--- src/rtl/dla_pkg.sv ---
// Shared definitions for the DLA pixel arbiter: FSM encoding, lane
// indices, default geometry/colour and the round-robin pointer helper.
package dla_pkg;

    typedef enum logic [1:0] {
        ST_IDLE  = 2'd0,
        ST_WRITE = 2'd1,
        ST_GRANT = 2'd2,
        ST_CLEAR = 2'd3
    } state_t;

    localparam int NUM_LANES   = 3;
    localparam int LANE_WALKER = 0;
    localparam int LANE_AGG    = 1;
    localparam int LANE_HOST   = 2;

    localparam int          DEF_ADDR_W   = 19;
    localparam int          DEF_COLOR_W  = 16;
    localparam int          DEF_NUM_PIX  = 307200;
    localparam logic [15:0] DEF_BG_COLOR = 16'h0000;

    // Pointer value after serving the given one-hot lane: the lane that
    // follows it in the cyclic order walker -> agg -> host -> walker.
    function automatic logic [1:0] rr_next_ptr(input logic [NUM_LANES-1:0] sel);
        if (sel[LANE_WALKER]) return 2'(LANE_AGG);
        if (sel[LANE_AGG])    return 2'(LANE_HOST);
        return 2'(LANE_WALKER);
    endfunction

endpackage

--- src/rtl/dla_rr_select.sv ---
// Combinational 3-lane round-robin picker: selects the first requesting
// lane at or after the pointer, wrapping 0 -> 1 -> 2 -> 0.
module dla_rr_select
    import dla_pkg::*;
(
    input  logic [NUM_LANES-1:0] i_req,
    input  logic [1:0]           i_ptr,
    output logic [NUM_LANES-1:0] o_sel,
    output logic                 o_valid
);

    logic [1:0] w_first;
    logic [1:0] w_second;
    logic [1:0] w_third;

    // Rotate the search order to start at the pointer, then take the first hit.
    always_comb begin
        // NOTE: every output of a combinational block gets a default first,
        // so no path through the block can leave it unassigned (latch).
        o_sel    = '0;
        o_valid  = |i_req;
        w_first  = 2'(LANE_WALKER);
        w_second = 2'(LANE_AGG);
        w_third  = 2'(LANE_HOST);
        case (i_ptr)
            2'(LANE_AGG): begin
                w_first  = 2'(LANE_AGG);
                w_second = 2'(LANE_HOST);
                w_third  = 2'(LANE_WALKER);
            end
            2'(LANE_HOST): begin
                w_first  = 2'(LANE_HOST);
                w_second = 2'(LANE_WALKER);
                w_third  = 2'(LANE_AGG);
            end
            default: ;
        endcase
        if (i_req[w_first])       o_sel[w_first]  = 1'b1;
        else if (i_req[w_second]) o_sel[w_second] = 1'b1;
        else if (i_req[w_third])  o_sel[w_third]  = 1'b1;
    end

endmodule

--- src/rtl/dla_pixel_arbiter.sv ---
// Framebuffer write-port arbiter for the DLA pixel sources. Three lanes
// share one stall-aware write port in round-robin order; a built-in clear
// sweep fills the screen with BG_COLOR and outranks every lane.
module dla_pixel_arbiter
    import dla_pkg::*;
#(
    parameter int                 ADDR_W   = DEF_ADDR_W,
    parameter int                 COLOR_W  = DEF_COLOR_W,
    parameter int                 NUM_PIX  = DEF_NUM_PIX,
    parameter logic [COLOR_W-1:0] BG_COLOR = COLOR_W'(DEF_BG_COLOR)
) (
    input  logic                         iCLK,
    input  logic                         iRST_N,
    input  logic [NUM_LANES-1:0]         iReq,
    input  logic [NUM_LANES*ADDR_W-1:0]  iAddr,
    input  logic [NUM_LANES*COLOR_W-1:0] iColor,
    output logic [NUM_LANES-1:0]         oGrant,
    input  logic                         iClear,
    output logic                         oWr_En,
    output logic [ADDR_W-1:0]            oAddr,
    output logic [COLOR_W-1:0]           oData,
    input  logic                         iWr_Ready,
    output logic                         oBusy,
    output logic                         oClear_Done
);

    // The sweep counter stops here, so it never runs past the visible pixels.
    localparam logic [ADDR_W-1:0] LAST_ADDR = ADDR_W'(NUM_PIX - 1);

    state_t                 r_state,         w_state_nxt;
    logic [1:0]             r_ptr,           w_ptr_nxt;
    logic                   r_clear_pending, w_clear_pending_nxt;
    logic [NUM_LANES-1:0]   r_sel,           w_sel_nxt;
    logic                   r_wr_en,         w_wr_en_nxt;
    logic [ADDR_W-1:0]      r_addr,          w_addr_nxt;
    logic [COLOR_W-1:0]     r_data,          w_data_nxt;
    logic [NUM_LANES-1:0]   r_grant,         w_grant_nxt;
    logic                   r_clear_done,    w_clear_done_nxt;

    logic [NUM_LANES-1:0]   w_pick;
    logic                   w_pick_valid;
    logic [ADDR_W-1:0]      w_lane_addr;
    logic [COLOR_W-1:0]     w_lane_color;

    dla_rr_select u_rr_select (
        .i_req   (iReq),
        .i_ptr   (r_ptr),
        .o_sel   (w_pick),
        .o_valid (w_pick_valid)
    );

    // Route the picked lane's address and colour towards the write latch.
    always_comb begin
        w_lane_addr  = '0;
        w_lane_color = '0;
        for (int i = 0; i < NUM_LANES; i++) begin
            if (w_pick[i]) begin
                w_lane_addr  = iAddr[i*ADDR_W +: ADDR_W];
                w_lane_color = iColor[i*COLOR_W +: COLOR_W];
            end
        end
    end

    // Next-state and next-output logic; each register holds unless changed.
    always_comb begin
        w_state_nxt         = r_state;
        w_ptr_nxt           = r_ptr;
        w_sel_nxt           = r_sel;
        w_wr_en_nxt         = r_wr_en;
        w_addr_nxt          = r_addr;
        w_data_nxt          = r_data;
        w_grant_nxt         = '0;
        w_clear_done_nxt    = 1'b0;
        // A clear request is remembered in every state except the sweep itself.
        w_clear_pending_nxt = r_clear_pending | (iClear && (r_state != ST_CLEAR));

        case (r_state)
            ST_IDLE: begin
                // Clear wins over lane requests, including one arriving this cycle.
                if (r_clear_pending || iClear) begin
                    w_state_nxt         = ST_CLEAR;
                    w_clear_pending_nxt = 1'b0;
                    w_wr_en_nxt         = 1'b1;
                    w_addr_nxt          = '0;
                    w_data_nxt          = BG_COLOR;
                end else if (w_pick_valid) begin
                    w_state_nxt = ST_WRITE;
                    w_sel_nxt   = w_pick;
                    w_wr_en_nxt = 1'b1;
                    w_addr_nxt  = w_lane_addr;
                    w_data_nxt  = w_lane_color;
                end
            end

            ST_WRITE: begin
                // Address and data stay latched for as long as the port stalls.
                if (iWr_Ready) begin
                    w_state_nxt = ST_GRANT;
                    w_wr_en_nxt = 1'b0;
                    w_grant_nxt = r_sel;
                    w_ptr_nxt   = rr_next_ptr(r_sel);
                end
            end

            ST_GRANT: begin
                // Requests are ignored here so a lane still holding iReq
                // while it sees its grant is not served twice.
                w_state_nxt = ST_IDLE;
            end

            ST_CLEAR: begin
                if (iWr_Ready) begin
                    if (r_addr == LAST_ADDR) begin
                        w_state_nxt      = ST_IDLE;
                        w_wr_en_nxt      = 1'b0;
                        w_addr_nxt       = '0;
                        w_clear_done_nxt = 1'b1;
                    end else begin
                        w_addr_nxt = r_addr + ADDR_W'(1);
                    end
                end
            end

            default: begin
                w_state_nxt = ST_IDLE;
                w_wr_en_nxt = 1'b0;
            end
        endcase
    end

    // State and output registers; reset aborts any write or sweep silently.
    always_ff @(posedge iCLK or negedge iRST_N) begin
        if (!iRST_N) begin
            r_state         <= ST_IDLE;
            r_ptr           <= 2'(LANE_WALKER);
            r_clear_pending <= 1'b0;
            r_sel           <= '0;
            r_wr_en         <= 1'b0;
            r_addr          <= '0;
            r_data          <= '0;
            r_grant         <= '0;
            r_clear_done    <= 1'b0;
        end else begin
            // NOTE: clocked state uses non-blocking assignments so every
            // register samples the pre-edge values, independent of order.
            r_state         <= w_state_nxt;
            r_ptr           <= w_ptr_nxt;
            r_clear_pending <= w_clear_pending_nxt;
            r_sel           <= w_sel_nxt;
            r_wr_en         <= w_wr_en_nxt;
            r_addr          <= w_addr_nxt;
            r_data          <= w_data_nxt;
            r_grant         <= w_grant_nxt;
            r_clear_done    <= w_clear_done_nxt;
        end
    end

    assign oGrant      = r_grant;
    assign oWr_En      = r_wr_en;
    assign oAddr       = r_addr;
    assign oData       = r_data;
    assign oClear_Done = r_clear_done;
    assign oBusy       = r_clear_pending | (r_state == ST_CLEAR);

endmodule

--- config.mk ---
export PLATFORM = sky130hd
export DESIGN_NAME = dla_pixel_arbiter
export DESIGN_NICKNAME = d
export VERILOG_FILES = /design/src/rtl/dla_pkg.sv /design/src/rtl/dla_rr_select.sv /design/src/rtl/dla_pixel_arbiter.sv
export SDC_FILE = /design/constraint.sdc
export NUM_CORES = 1
export LEC_CHECK = 0
export BUFFER_PORTS_ARGS = -buffer_cell sky130_fd_sc_hd__buf_2
export CORE_MARGIN = 5
export CORE_UTILIZATION = 53
export CTS_BUF_LIST = sky130_fd_sc_hd__clkbuf_8 sky130_fd_sc_hd__clkbuf_16
export CTS_CLUSTER_DIAMETER = 120
export CTS_CLUSTER_SIZE = 28
export DETAILED_ROUTE_END_ITERATION = 8
export HOLD_SLACK_MARGIN = 0.12
export PLACE_DENSITY = 0.92
export SLEW_MARGIN = 20
export SYNTH_ARGS = -nofsm -noshare
export SYNTH_HDL_FRONTEND = slang
export SYNTH_SLANG_ARGS = --single-unit
--- constraint.sdc ---
create_clock -name iCLK -period 4.3 [get_ports iCLK]
set_input_delay 0 -clock iCLK [delete_from_list [all_inputs] [get_ports iCLK]]
set_output_delay 0 -clock iCLK [all_outputs]
set_load 0.1 [all_outputs]
=== After elaboration in Yosys (flattened, before gate mapping) ===
Cells that the tools add are included.

* Bits in registers: 48
* Latch bits: 0
* RAM bits: 0
* ROM bits: 0
* Bits of input ports: 112
* Output and inout port bits: 41
* Word-level logic and storage cells: 107
* Memories kept: 0

* $add $sub $neg: 1
* Multipliers: 0
* Div/mod/pow operators: 0
* Magnitude comparators: 6
* Equality and inequality tests: 11
* Shift-type cells: 0
* Muxes and demuxes: 61
* Bitwise operators: 3
* Reductions and logical operators: 16

{| class="wikitable"
|+ Operator list
! kind !! number
|-
| two-way mux 19 bit || 7
|-
| two-way mux 16 bit || 5
|-
| case mux 19 bit (2 select lines) || 1
|-
| two-way mux 1 bit || 23
|-
| adder 19 x 1 -> 19 bit (second input constant) || 1
|-
| equality test 19 bit (second input constant) || 1
|-
| two-way mux 2 bit || 9
|-
| two-way mux 3 bit || 5
|-
| case mux 2 bit (2 select lines) || 3
|-
| less-than comparator 2 x 3 -> 1 bit (second input constant) || 3
|-
| != test 2 bit (second input constant) || 4
|-
| case mux 2 bit (4 select lines) || 1
|-
| binary-select mux 1 bit (select 2 bit) || 3
|-
| demux 1 bit (select 2 bit) || 3
|-
| equality test 2 bit (second input constant) || 3
|-
| >= comparator 2 x 1 -> 1 bit (second input constant) || 3
|-
| AND reduction 3 bit || 2
|-
| AND reduction 5 bit || 1
|-
| equality test 2 x 1 -> 1 bit (second input constant) || 2
|-
| logical AND 1 bit || 4
|-
| AND reduction 2 bit || 2
|-
| AND reduction 4 bit || 1
|-
| nonzero test 2 bit || 2
|-
| != test 3 x 2 -> 1 bit (second input constant) || 1
|-
| 7 further kinds || 8
|}

=== Longest topological paths before layout ===
* Depth after elaboration: 15
* Mapped depth: 11
* Gate-level depth less buffers: 8

=== Cells and area by module ===
From an unflattened synthesis, not the netlist that was laid out.

* Cells, all modules: 390
* Area, all modules: 3323.2 um^2

{| class="wikitable"
|+ By module, submodules not included
! module !! instances !! cells each !! area each (um^2) !! sequential area each (um^2)
|-
| dla_pixel_arbiter || 1 || 354 || 3045.4 || 1201.2
|-
| dla_rr_select || 1 || 36 || 277.8 || 0.0
|}

=== Least setup slack after synthesis ===
Ideal clock, no wire load.

* Path type: register to register
* Start: register r_addr[0], in the netlist oAddr[0]
* End: register r_wr_en, in the netlist oWr_En
* Library setup time: 131 ps
* Data arrival time: 2394 ps
* Data required time: 4169 ps
* Path slack: 1774 ps
* Stages on the path, launching flop included: 8
* Path buffers: 0
* Period minus slack after synthesis: 2526 ps
* Path through: dfrtp_1 -> ha_1 -> and3_1 -> nand3_1 -> o21ai_2 -> o211ai_1 -> o21ai_0 -> o41ai_1

* Cells in the longest elaborated chain, start to end: 3

{| class="wikitable"
|+ RTL lines
! element !! line !! source
|-
| from (decl) || dla_pixel_arbiter.sv:35 || <nowiki>logic [ADDR_W-1:0] r_addr, w_addr_nxt;</nowiki>
|-
| from (signal assigned) || dla_pixel_arbiter.sv:151 || <nowiki>r_addr <= w_addr_nxt;</nowiki>
|-
| equality test 19 bit || dla_pixel_arbiter.sv:113 || <nowiki>if (r_addr == LAST_ADDR) begin</nowiki>
|-
| != test 2 bit (no line) || n/a ||
|-
| AND reduction 5 bit (no line) || n/a ||
|-
| to (signal assigned) || dla_pixel_arbiter.sv:150 || <nowiki>r_wr_en <= w_wr_en_nxt;</nowiki>
|-
| to (decl) || dla_pixel_arbiter.sv:34 || <nowiki>logic r_wr_en, w_wr_en_nxt;</nowiki>
|}

No other way between the ends.
A chain may end at the register's enable or synchronous reset.

=== Worst setup path after layout ===
* Start: register r_ptr[1]
* End: register r_addr[10], in the netlist oAddr[10]

* Cells in the longest elaborated chain, start to end: 15
* Elaborated cells between the ends (all ways): 35
* Classes of those cells: order compare (6); eq/ne (2); mux (24); reduce/logical (3)

{| class="wikitable"
|+ RTL lines
! element !! line !! source
|-
| from (decl) || dla_pixel_arbiter.sv:31 || <nowiki>logic [1:0] r_ptr, w_ptr_nxt;</nowiki>
|-
| from (signal assigned) || dla_pixel_arbiter.sv:135 || <nowiki>r_ptr <= 2'(LANE_WALKER);</nowiki>
|-
| from (signal assigned) || dla_pixel_arbiter.sv:147 || <nowiki>r_ptr <= w_ptr_nxt;</nowiki>
|-
| equality test 2 bit / equality test 2 x 1 -> 1 bit (equally long branches) || dla_rr_select.sv:25 || <nowiki>case (i_ptr)</nowiki>
|-
| case mux 2 bit (2 select lines) || dla_rr_select.sv:25 ||
|-
| less-than comparator 2 x 3 -> 1 bit (not written as such) / >= comparator 2 x 1 -> 1 bit (equally long branches) || dla_rr_select.sv:40 || <nowiki>else if (i_req[w_third]) o_sel[w_third] = 1'b1;</nowiki>
|-
| logical AND 1 bit (not written as such) || dla_rr_select.sv:40 ||
|-
| two-way mux 1 bit (not written as such) || dla_rr_select.sv:40 ||
|-
| demux 1 bit (select 2 bit) || n/a ||
|-
| two-way mux 3 bit || dla_rr_select.sv:40 ||
|-
| two-way mux 3 bit || dla_rr_select.sv:39 || <nowiki>else if (i_req[w_second]) o_sel[w_second] = 1'b1;</nowiki>
|-
| two-way mux 3 bit (*) || dla_rr_select.sv:38 || <nowiki>if (i_req[w_first]) o_sel[w_first] = 1'b1;</nowiki>
|-
| two-way mux 19 bit (2 in a row) || dla_pixel_arbiter.sv:57 || <nowiki>if (w_pick[i]) begin</nowiki>
|-
| two-way mux 19 bit (*) || dla_pixel_arbiter.sv:57 ||
|-
| two-way mux 19 bit (*) || dla_pixel_arbiter.sv:86 || <nowiki>end else if (w_pick_valid) begin</nowiki>
|-
| two-way mux 19 bit (*) || dla_pixel_arbiter.sv:80 || <nowiki>if (r_clear_pending || iClear) begin</nowiki>
|-
| case mux 19 bit (2 select lines) (*) || dla_pixel_arbiter.sv:77 || <nowiki>case (r_state)</nowiki>
|}

Mark *: on every way between the ends. The rest lies on a longest branch, timed or not. The select of a mux whose other input is x is not followed.

==> impl_metrics.json <==
{
  "hpwl_um": 9680,
  "start_util": 0.549,
  "htree_num_levels": 2,
  "hold_ws_ns": 0.159,
  "firstDrtPassIters": 9,
  "chipWidth_um": 94.1,
  "pre_cts_ws_ns": 1.21,
  "worstSetupPathType": "reg2reg",
  "cts.path.max_buffers": 2,
  "synth_cell_type_count": 62,
  "drv_slew": 0,
  "antenna_found_initial": 0,
  "dp.cells": 633,
  "drt-total-wl_um": 16000,
  "dpl_cell_area_sq_um": 4460,
  "period_minus_slack_ns": 4.12,
  "wire_per_inst_um": 22.2,
  "syn2layout_area_growth_pct": 44.1,
  "drt_iter0_drc": 936,
  "cts_buffers": 5,
  "power_mw": 5.06,
  "grt_pass1_wl_um": 24300,
  "n_fill_cell": 428,
  "cts_root_buffer": "clkbuf_8",
  "postCtsSetupBuffers": 0,
  "clock_skew_ns": 0.0223,
  "worstPathRequired_ns": 4.56,
  "ys_ff_latch": 48,
  "cts_sinks": 48,
  "drive_gt1_frac": 0.307,
  "async_flop_share": 1.00,
  "ios": 153,
  "endpoint_kind": "flip-flop",
  "power_density_nw_per_um2": 937,
  "ir_worst_vdd_v": 0.000821,
  "status": "complete, no violations",
  "final_cell_mix": "151 x buf_2, 80 x dlygate4sd3_1, 48 x dfrtp_1",
  "die_h_um": 94.1,
  "regToRegStartpoint": "r_ptr[1]",
  "final_util": 0.791,
  "worstPathArrival_ns": 4.38,
  "viasPerCell": 6.88,
  "core_sq_um": 6830,
  "stdcell_count": 721,
  "seqCellArea_sq_um": 1200,
  "hold_start": "iAddr[53]",
  "grt_usage": 0.349,
  "slew_headroom": 0.250,
  "synth_area_sq_um": 3750,
  "maxCapViolCount": 0,
  "synthCells": 419,
  "rsz0062_at_grt": "no",
  "ys_seq_area_frac": 0.320,
  "place_congestion": 0.944,
  "postRouteAntennaNets": 0,
  "crit_fanout": 24,
  "fin_crit_sh": 0.958,
  "finalWorstSetupSlack_ns": 0.181,
  "design_area_sq_um": 5410,
  "die_area_sq_um": 8860,
  "grt_max_degree": 49,
  "leakage_nw": 2.75,
  "setup_viol": 0,
  "hold_violations": 0,
  "grt_pass1_vias": 4933,
  "synth_edf_count": 0,
  "synth.avg_cell_area_sq_um": 8.95,
  "vias": 4958,
  "worst_slew_pin_slew_ns": 1.12,
  "tns_ns": 0,
  "overflow": 0,
  "cts_tree": "built",
  "clock_latency_ns": 0.33,
  "path_clk_slew_ns": 0.10,
  "hold_path.class": "in2reg",
  "crit_path_start": "r_ptr[1]",
  "post-route-drc-count": 0,
  "diodes": 0,
  "rows": 30,
  "port_buffers": 152,
  "syn-num-nets": 540,
  "ys.flop_type": "dfrtp_1",
  "final_common_cell": "buf_2",
  "ys_warn_count": 0,
  "multi_input_area_sq_um": 2320,
  "fmax_ghz": 0.243,
  "layout.nets": 745,
  "startpoint_type": "flip-flop"
}
-- cells in the mapped netlist, drive strengths merged, types with 4 or more instances --
cell	instances	area [sq um]
a211oi	20	220
nand3	10	50.1
clkbuf	15	56.3
dfrtp	48	1200
o21ai	66	334
nor4	5	31.3
nand2b	5	31.3
o22ai	4	25.0
a21oi	28	144
mux2	4	48.8
o31ai	4	35.0
inv	8	30.0
a32oi	16	140
and3	8	50.1
o211ai	6	50.1
buf	23	165
nand2	22	82.6
nor3	7	35.0
nor2	17	82.6
nand4	8	50.1
ha	9	113
o221ai	5	43.8
o211a	37	370
-- cell families (layout without fill, tap and decap cells) --
logic type,after synthesis,count (layout),share of synthesized area
flip-flops,48,48,0.320
AND/OR/NAND/NOR,104,104,0.156
XOR/XNOR,1,1,0.00234
AO/OA/AOI/OAI,204,204,0.403
adder cells (fa/ha/maj),9,9,0.0300
buffers and inverters,46,252,0.0670
multiplexers,7,7,0.0210
-- critical path, cell delays in order, from the launching register on --
cell	delay [ns]
dfrtp_1	0.44
inv_1	0.10
ha_1	0.43
nand3b_1	0.25
o21a_1	0.20
nor2_2	0.66
buf_4	0.41
o211a_1	0.20
a211oi_2	0.04
dlygate4sd3_1	0.63
o21bai_1	0.15
dlygate4sd3_1	0.56
-- power breakdown --
part	leakage [nW]	switching, mW	internal (mW)
registers	0.633	0.200	0.616
logic	2.05	2.58	1.25
clock network	0.0687	0.180	0.234
-- routing by layer --
| layer | track usage | vias to the layer above | part of all wire |
|---|---|---|---|
| li1 | - | 2058 | - |
| met1 | 0.395 | 2290 | 0.33 |
| met2 | 0.585 | 473 | 0.48 |
| met3 | 0.0897 | 137 | 0.12 |
| met4 | 0.209 | 0 | 0.071 |
| met5 | 0 | - | 0 |
-- area by class of cell --
type | count | area share
clock buffer | 5 | 0.0127
tap | 96 | 0.0222
timing repair buffer | 236 | 0.295
multi-input combinational | 325 | 0.430
sequential | 48 | 0.222
inverter | 8 | 0.00556
clock inverter | 3 | 0.0127
-- registers in the layout (all words and copies together), names as in the netlist --
register,cells
oAddr,19
oClear_Done,1
oData,16
oGrant,3
oWr_En,1
r_clear_pending,1
r_ptr,2
r_sel,3
r_state,2
-- path summary, 6_finish.rpt --
kind,endpoint,slack [ns],depth (start not counted)
worst max-delay path,oAddr[10],0.18,11
max in group asynchronous,oWr_En,3.59,2
min in group asynchronous,oAddr[3],0.25,2
worst min-delay path,oAddr[15],0.16,3
worst max register to register,oAddr[10],0.18,11
worst min register to register,r_sel[2],0.53,1
-- repair_timing --
item,4_1_cts,5_1_grt
resized for setup,0,2
endpoints found under the setup margin,0,6
hold buffers,80,0
endpoints found under the hold margin,86,0
Note: power is estimated with default switching activity, not from simulation.
